### src/rtl/load_store_unit_if.sv
// Core-side request/response and memory-bus signals of the load/store unit.
// Latency: none (wires only).
// Backpressure: req_ready gates the core and mem_ready gates the bus; both use valid/ready.
interface load_store_unit_if;
    // core request
    logic        req_valid;
    logic        req_ready;
    logic        req_we;
    logic [2:0]  req_funct3;
    logic [31:0] req_addr;
    logic [31:0] req_wdata;
    // core response
    logic        rsp_valid;
    logic [31:0] rsp_rdata;
    logic        rsp_fault;
    logic        busy;
    // memory bus request
    logic        mem_valid;
    logic        mem_we;
    logic [31:0] mem_addr;
    logic [3:0]  mem_wstrb;
    logic [31:0] mem_wdata;
    // memory bus response
    logic        mem_ready;
    logic        mem_rvalid;
    logic [31:0] mem_rdata;

    // LSU view: it masters the memory bus and serves the core
    modport master (
        input  req_valid, req_we, req_funct3, req_addr, req_wdata,
        input  mem_ready, mem_rvalid, mem_rdata,
        output req_ready, rsp_valid, rsp_rdata, rsp_fault, busy,
        output mem_valid, mem_we, mem_addr, mem_wstrb, mem_wdata
    );

    // environment view: core plus memory
    modport slave (
        output req_valid, req_we, req_funct3, req_addr, req_wdata,
        output mem_ready, mem_rvalid, mem_rdata,
        input  req_ready, rsp_valid, rsp_rdata, rsp_fault, busy,
        input  mem_valid, mem_we, mem_addr, mem_wstrb, mem_wdata
    );
endinterface

### src/rtl/load_store_unit.sv
// RV32I load/store unit: one outstanding access, lane steering for stores, extraction for loads.
// Latency: accept at t, rsp_valid at t+2 (store) / t+3 (load) on a zero-wait bus; TIMEOUT bounds each bus wait.
// Backpressure: req_ready only in IDLE; mem_* held stable until mem_ready. Macro LSU_MISALIGN_TRAP_EN traps misaligned accesses.
module load_store_unit #(
    // bus wait cycles allowed in REQ or WAIT_R before the access faults (2..65535)
    parameter int TIMEOUT = 256
) (
    input  logic clk,
    input  logic rst,
    load_store_unit_if.master bus
);

    // the counter runs 0..TIMEOUT-1, so TIMEOUT cycles are spent waiting before the fault
    localparam logic [15:0] CNT_LAST = 16'(TIMEOUT - 1);

    typedef enum logic [1:0] {
        IDLE,
        REQ,
        WAIT_R,
        RESP
    } state_t;

    state_t      state;
    logic [15:0] cnt;

    // load shape kept for extraction when the read data returns
    logic [2:0]  ld_funct3;
    logic [1:0]  ld_off;

    logic        f3_illegal;
    logic        misaligned;
    logic        req_fault;
    logic [3:0]  st_wstrb;
    logic [31:0] st_wdata;
    logic [31:0] ld_data;

    // decode funct3 legality of the incoming request
    always_comb begin
        f3_illegal = 1'b0;
        if (bus.req_we) begin
            // only SB/SH/SW exist
            f3_illegal = bus.req_funct3[2] | (bus.req_funct3[1] & bus.req_funct3[0]);
        end else begin
            // 011, 110 and 111 have no load encoding
            f3_illegal = (bus.req_funct3 == 3'b011) || (bus.req_funct3[2:1] == 2'b11);
        end
    end

`ifdef LSU_MISALIGN_TRAP_EN
    // halfwords need addr[0]=0, words need addr[1:0]=00; bytes are always aligned
    always_comb begin
        misaligned = 1'b0;
        case (bus.req_funct3[1:0])
            2'b01:   misaligned = bus.req_addr[0];
            2'b10:   misaligned = |bus.req_addr[1:0];
            default: misaligned = 1'b0;
        endcase
    end
`else
    // alignment bits are simply ignored by the lane logic, so nothing traps
    assign misaligned = 1'b0;
`endif

    assign req_fault = f3_illegal | misaligned;

    // steer store data onto the byte lanes selected by the low address bits
    always_comb begin
        st_wstrb = 4'b1111;
        st_wdata = bus.req_wdata;
        case (bus.req_funct3[1:0])
            2'b00: begin
                st_wstrb = 4'b0001 << bus.req_addr[1:0];
                st_wdata = {4{bus.req_wdata[7:0]}};
            end
            2'b01: begin
                st_wstrb = bus.req_addr[1] ? 4'b1100 : 4'b0011;
                st_wdata = {2{bus.req_wdata[15:0]}};
            end
            default: begin
                st_wstrb = 4'b1111;
                st_wdata = bus.req_wdata;
            end
        endcase
    end

    // pick the addressed lane of the returned word and extend it to 32 bits
    always_comb begin
        logic [7:0]  lane_b;
        logic [15:0] lane_h;
        lane_b = bus.mem_rdata[7:0];
        case (ld_off)
            2'b00: lane_b = bus.mem_rdata[7:0];
            2'b01: lane_b = bus.mem_rdata[15:8];
            2'b10: lane_b = bus.mem_rdata[23:16];
            2'b11: lane_b = bus.mem_rdata[31:24];
            default: lane_b = bus.mem_rdata[7:0];
        endcase
        lane_h = ld_off[1] ? bus.mem_rdata[31:16] : bus.mem_rdata[15:0];
        case (ld_funct3)
            3'b000:  ld_data = {{24{lane_b[7]}}, lane_b};
            3'b001:  ld_data = {{16{lane_h[15]}}, lane_h};
            3'b100:  ld_data = {24'd0, lane_b};
            3'b101:  ld_data = {16'd0, lane_h};
            default: ld_data = bus.mem_rdata;
        endcase
    end

    // access sequencer; every core and bus output is a register updated here
    always_ff @(posedge clk or posedge rst) begin
        if (rst) begin
            state         <= IDLE;
            cnt           <= 16'd0;
            ld_funct3     <= 3'd0;
            ld_off        <= 2'd0;
            bus.req_ready <= 1'b1;
            bus.busy      <= 1'b0;
            bus.mem_valid <= 1'b0;
            bus.mem_we    <= 1'b0;
            bus.mem_addr  <= 32'd0;
            bus.mem_wstrb <= 4'd0;
            bus.mem_wdata <= 32'd0;
            bus.rsp_valid <= 1'b0;
            bus.rsp_fault <= 1'b0;
            bus.rsp_rdata <= 32'd0;
        end else begin
            case (state)
                IDLE: begin
                    if (bus.req_valid) begin
                        bus.req_ready <= 1'b0;
                        bus.busy      <= 1'b1;
                        ld_funct3     <= bus.req_funct3;
                        ld_off        <= bus.req_addr[1:0];
                        if (req_fault) begin
                            // rejected requests never touch the bus
                            state         <= RESP;
                            bus.rsp_valid <= 1'b1;
                            bus.rsp_fault <= 1'b1;
                            bus.rsp_rdata <= 32'd0;
                        end else begin
                            state         <= REQ;
                            cnt           <= 16'd0;
                            bus.mem_valid <= 1'b1;
                            bus.mem_we    <= bus.req_we;
                            bus.mem_addr  <= {bus.req_addr[31:2], 2'b00};
                            bus.mem_wstrb <= bus.req_we ? st_wstrb : 4'd0;
                            bus.mem_wdata <= bus.req_we ? st_wdata : 32'd0;
                        end
                    end
                end

                REQ: begin
                    // mem_rvalid is deliberately not looked at here
                    if (bus.mem_ready) begin
                        bus.mem_valid <= 1'b0;
                        cnt           <= 16'd0;
                        if (bus.mem_we) begin
                            state         <= RESP;
                            bus.rsp_valid <= 1'b1;
                            bus.rsp_fault <= 1'b0;
                            bus.rsp_rdata <= 32'd0;
                        end else begin
                            state <= WAIT_R;
                        end
                    end else if (cnt == CNT_LAST) begin
                        bus.mem_valid <= 1'b0;
                        state         <= RESP;
                        bus.rsp_valid <= 1'b1;
                        bus.rsp_fault <= 1'b1;
                        bus.rsp_rdata <= 32'd0;
                    end else begin
                        cnt <= cnt + 16'd1;
                    end
                end

                WAIT_R: begin
                    if (bus.mem_rvalid) begin
                        state         <= RESP;
                        bus.rsp_valid <= 1'b1;
                        bus.rsp_fault <= 1'b0;
                        bus.rsp_rdata <= ld_data;
                    end else if (cnt == CNT_LAST) begin
                        // a read that arrives after this point finds us out of WAIT_R and is dropped
                        state         <= RESP;
                        bus.rsp_valid <= 1'b1;
                        bus.rsp_fault <= 1'b1;
                        bus.rsp_rdata <= 32'd0;
                    end else begin
                        cnt <= cnt + 16'd1;
                    end
                end

                RESP: begin
                    // single-cycle completion pulse, then ready for the next request
                    state         <= IDLE;
                    cnt           <= 16'd0;
                    bus.rsp_valid <= 1'b0;
                    bus.rsp_fault <= 1'b0;
                    bus.rsp_rdata <= 32'd0;
                    bus.busy      <= 1'b0;
                    bus.req_ready <= 1'b1;
                end

                default: begin
                    state         <= IDLE;
                    bus.busy      <= 1'b0;
                    bus.req_ready <= 1'b1;
                    bus.mem_valid <= 1'b0;
                    bus.rsp_valid <= 1'b0;
                end
            endcase
        end
    end

endmodule

### src/flat_wrapper.sv
// flat-port wrapper written by rule: the top's interface ports become plain ports
module load_store_unit_flat 
#(
                                                                                   
    parameter int TIMEOUT = 256
)
  (clk, rst, bus_req_valid, bus_req_we, bus_req_funct3, bus_req_addr, bus_req_wdata, bus_mem_ready, bus_mem_rvalid, bus_mem_rdata, bus_req_ready, bus_rsp_valid, bus_rsp_rdata, bus_rsp_fault, bus_busy, bus_mem_valid, bus_mem_we, bus_mem_addr, bus_mem_wstrb, bus_mem_wdata);
  load_store_unit_if bus_i ();
  input  logic clk;
  input  logic rst;
  input wire logic [$bits(bus_i.req_valid)-1:0] bus_req_valid;
  input wire logic [$bits(bus_i.req_we)-1:0] bus_req_we;
  input wire logic [$bits(bus_i.req_funct3)-1:0] bus_req_funct3;
  input wire logic [$bits(bus_i.req_addr)-1:0] bus_req_addr;
  input wire logic [$bits(bus_i.req_wdata)-1:0] bus_req_wdata;
  input wire logic [$bits(bus_i.mem_ready)-1:0] bus_mem_ready;
  input wire logic [$bits(bus_i.mem_rvalid)-1:0] bus_mem_rvalid;
  input wire logic [$bits(bus_i.mem_rdata)-1:0] bus_mem_rdata;
  output wire logic [$bits(bus_i.req_ready)-1:0] bus_req_ready;
  output wire logic [$bits(bus_i.rsp_valid)-1:0] bus_rsp_valid;
  output wire logic [$bits(bus_i.rsp_rdata)-1:0] bus_rsp_rdata;
  output wire logic [$bits(bus_i.rsp_fault)-1:0] bus_rsp_fault;
  output wire logic [$bits(bus_i.busy)-1:0] bus_busy;
  output wire logic [$bits(bus_i.mem_valid)-1:0] bus_mem_valid;
  output wire logic [$bits(bus_i.mem_we)-1:0] bus_mem_we;
  output wire logic [$bits(bus_i.mem_addr)-1:0] bus_mem_addr;
  output wire logic [$bits(bus_i.mem_wstrb)-1:0] bus_mem_wstrb;
  output wire logic [$bits(bus_i.mem_wdata)-1:0] bus_mem_wdata;
  assign bus_i.req_valid = bus_req_valid;
  assign bus_i.req_we = bus_req_we;
  assign bus_i.req_funct3 = bus_req_funct3;
  assign bus_i.req_addr = bus_req_addr;
  assign bus_i.req_wdata = bus_req_wdata;
  assign bus_i.mem_ready = bus_mem_ready;
  assign bus_i.mem_rvalid = bus_mem_rvalid;
  assign bus_i.mem_rdata = bus_mem_rdata;
  assign bus_req_ready = bus_i.req_ready;
  assign bus_rsp_valid = bus_i.rsp_valid;
  assign bus_rsp_rdata = bus_i.rsp_rdata;
  assign bus_rsp_fault = bus_i.rsp_fault;
  assign bus_busy = bus_i.busy;
  assign bus_mem_valid = bus_i.mem_valid;
  assign bus_mem_we = bus_i.mem_we;
  assign bus_mem_addr = bus_i.mem_addr;
  assign bus_mem_wstrb = bus_i.mem_wstrb;
  assign bus_mem_wdata = bus_i.mem_wdata;
  load_store_unit #(.TIMEOUT(TIMEOUT)) u_core (.clk(clk), .rst(rst), .bus(bus_i));
endmodule
### config.mk
export PLATFORM = sky130hd
export DESIGN_NAME = load_store_unit_flat
export DESIGN_NICKNAME = d
export VERILOG_FILES = /design/src/rtl/load_store_unit_if.sv /design/src/rtl/load_store_unit.sv /design/src/flat_wrapper.sv
export SDC_FILE = /design/constraint.sdc
export NUM_CORES = 1
export LEC_CHECK = 0
export ABC_AREA = 1
export CORE_MARGIN = 10
export CORE_UTILIZATION = 50
export DETAILED_ROUTE_END_ITERATION = 8
export GPL_ROUTABILITY_DRIVEN = 0
export GPL_TIMING_DRIVEN = 0
export PLACE_DENSITY = 0.95
export SETUP_SLACK_MARGIN = 0.2
export SLEW_MARGIN = 20
export SYNTH_ARGS = -nofsm -noshare
export SYNTH_HDL_FRONTEND = slang
export SYNTH_SLANG_ARGS = --single-unit
### constraint.sdc
create_clock -name clk -period 8.8 [get_ports clk]
set_input_delay 0.88 -clock clk [delete_from_list [all_inputs] [get_ports clk]]
set_output_delay 0.88 -clock clk [all_outputs]
set_load 0.03 [all_outputs]
==> impl_metrics.csv <==
group,metric,value,unit
outcome,status,"finished clean",
grt,grt_pass1_vias,6765,
yosys,synth_cells,803,
sta,maxSlewViolCount,0,
job,drv_cap,0,
yosys,synth_seq_cells,127,
critical_path,required,7.92,ns
sta,max-slew-margin-rel,60.0,%
yosys,ys_types,45,
clock_tree,post_cts_buffers,0,
clock_tree,cts.path.max_buffers,2,
yosys,ys_seq_area_share,49.3,%
clock_tree,cts_tree,"yes",
clock_tree,cts_buffers,17,
grt,overflow,0,
final_layout,finalInstanceArea,9420,um^2
floorplanning,die_w,134,um
floorplanning,dieHeight,134,um
power,p_leak,4.50,nW
sta,rsz0062_at_grt,"no",
final_layout,layout-drive-gt1-share,10.5,%
sta,fin_crit_sh,28.6,%
final_layout,layout.nets,1141,
grt,grt_pass1_wl,34900,um
route,vias,6552,
final_layout,utilization,74.6,%
sta,hold_slack,0.477,ns
floorplanning,row_count,41,
clock_tree,post_cts_resized,0,
critical_path,worstPathCellList,"clkdlybuf4s50_1",
critical_path,crit_type,"reg -> out",
sta,tightest_slew,0.600,ns
route,postRouteAntennaNets,0,
critical_path,reg2reg_slack,6.71,ns
critical_path,r2r-end,"u_core.bus.mem_addr[17]",
grt,antenna_found_initial,0,
clock_tree,clkSlewWorstSetupHoldPaths,0.06,ns
clock_tree,clk_latency,0.43,ns
placement,place_area,8770,um^2
critical_path,startpoint_type,"flop",
power,powerDensity,357,nW/um^2
clock_tree,cts_num_sinks,127,
route,first_pass_iters,6,
sta,max_freq,0.397,GHz
clock_tree,h-tree-depth,4,
floorplanning,dieArea,17800,um^2
final_layout,seq_area,3180,um^2
yosys,synth_edf_count,0,
grt,grt_max_degree,65,
route,viasPerCell,5.39,
clock_tree,root_buffer,"clkbuf_16",
yosys,synthFlopType,"dfrtp_1",
placement,dp_hpwl,16400,um
floorplanning,coreArea,12600,um^2
sta,setup_viol,0,
power,power,3.36,mW
sta,hold_viol,0,
hold_path,hold_class,"reg -> reg",
hold_path,holdPathStages,2,
final_layout,area_growth,46.0,%
final_layout,final.fill_count,873,
final_layout,multi_input_area,2800,um^2
yosys,async_reset_ff_share,100,%
power,peakVddDrop,0.000226,V
final_layout,antenna_cells_inserted,0,
yosys,avgSynthCellArea,8.03,um^2
route,wl_per_cell,18.2,um
floorplanning,ios,211,
critical_path,crit_arrival,1.64,ns
yosys,syn-cell-area,6450,um^2
critical_path,slowest_stage,"clkdlybuf4s50_1",
critical_path,max_stage_delay,0.68,ns
critical_path,timing.rr.start,"u_core.state[1]",
critical_path,cp-end-kind,"output port",
grt,grt.total_usage,24.5,%
placement,io_buffers,207,
sta,fin_skew,0.00666,ns
sta,setup_tns,0,ns
clock_tree,hold_buffers,0,
critical_path,path_buf_inv,1,
critical_path,cp_max_fo,2,
route,first_iter_violations,516,
yosys,yosysWarnings,0,
hold_path,min_from,"u_core.bus.rsp_rdata[24]",
floorplanning,initial_utilization,51.1,%
critical_path,cp_top_family,"buffers and inverters",
route,drc,0,
sta,min_period,2.52,ns
route,drt-total-wl,22100,um
hold_path,min_to,"u_core.bus.rsp_rdata[24]",
critical_path,cp.depth,1,
critical_path,rr_worst_depth,10,
power breakdown:
part / internal [mW] / switching (mW) / total [mW]
clock: 0.514 / 0.260 / 0.774
combinational: 0.609 / 1.06 / 1.67
sequential: 0.787 / 0.131 / 0.918
total: 1.91 / 1.45 / 3.36
layer usage:
metal	GRT usage, %	share of wire [%]	up-vias
met5	0	0	-
met4	9.19	2.7	0
met3	9.59	12	44
met2	41.4	49	392
met1	27.1	37	3067
li1	-	-	3049
Yosys cell counts (2+ instances only):
library cell  count  area share, %
o21ai_4           2           0.50
ha_1              5           0.97
nor3_1            7           0.54
nand2_2           3           0.29
o21ai_0          83            6.4
dfrtp_1         126             49
nor2_1           38            2.2
o21bai_1          2           0.23
inv_1            64            3.7
buf_6             3           0.52
xor2_1            2           0.27
inv_2             7           0.41
o221ai_1          7           0.95
clkbuf_1         15           0.87
buf_2            11           0.85
a21oi_1          25            1.9
nand2_1         279             16
nor2_2            4           0.39
or2_2            12            1.2
nand3_1          48            3.7
o211ai_1          9            1.0
nand2_4           9            1.6
a22oi_1           2           0.23
nor2_8            2           0.62
nand3_2          10            1.6
nand4_1           4           0.39
buf_4             6           0.70
logic make-up after synthesis:
group                    Yosys count  synth area share (%)
flip-flops                       127                  49.3
AO/OA/AOI/OAI                    139                  12.5
buffers and inverters            108                  7.41
AND/OR/NAND/NOR                  420                  29.4
other                              1                0.0582
adder cells (fa/ha/maj)            5                 0.970
XOR/XNOR                           2                 0.272
multiplexers                       1                 0.155
worst max path at each step:
stage | from | end | slack, ns
finish | u_core.bus.req_ready | bus_req_ready | 6.28
global route | u_core.bus.req_ready | bus_req_ready | 6.25
CTS | u_core.bus.req_ready | bus_req_ready | 6.27
detailed placement | bus_req_funct3[0] | u_core.bus.mem_we | 6.11
global placement | rst | u_core.bus.busy | 2.79
floorplan | rst | u_core.bus.busy | 4.54
layout make-up:
cell class | count | area share [%]
flip-flops and latches | 127 | 33.8
multi-input cells | 569 | 29.7
repair buffers | 208 | 22.3
clock buffers | 20 | 4.85
inverters | 72 | 2.95
well taps | 172 | 2.29
plain buffers | 36 | 2.18
clock inverters | 12 | 2.01
registers in the layout, indices dropped and copies added (netlist names):
name                  cells
u_core.ld_off             2
u_core.bus.rsp_valid      1
u_core.bus.busy           1
u_core.cnt               16
u_core.bus.mem_wstrb      4
u_core.bus.rsp_rdata     32
u_core.bus.mem_we         1
u_core.bus.mem_valid      1
u_core.bus.req_ready      1
u_core.state              2
u_core.ld_funct3          3
u_core.bus.mem_addr      30
u_core.bus.rsp_fault      1
u_core.bus.mem_wdata     32
through the flow:
step                std cells  setup slack [ns]
floorplan                 804              4.54
global placement         1183              2.79
detailed placement       1184              6.11
CTS                      1216              6.27
global route             1216              6.25
finish                   1216              6.28
cell usage in the layout, fill, tap and decap left out, types with 3 or more instances in the layout:
cell type,synthesis,routed
buf_6,3,3
clkbuf_1,15,16
o21ai_0,83,83
nor2_1,38,38
ha_1,5,5
inv_2,7,7
o211ai_1,9,9
clkinv_2,0,6
buf_4,6,6
bufinv_16,0,5
a21oi_1,25,25
clkbuf_16,0,17
o221ai_1,7,7
buf_2,11,11
nand4_1,4,4
nor3_1,7,7
dfrtp_1,126,126
nand3_2,10,10
clkdlybuf4s50_1,0,207
nand3_1,48,48
nor2_2,4,4
nand2_2,3,3
inv_1,64,63
nand2_1,279,279
nand2_4,9,9
or2_2,12,12
Note: power is estimated with default switching activity, not from simulation.
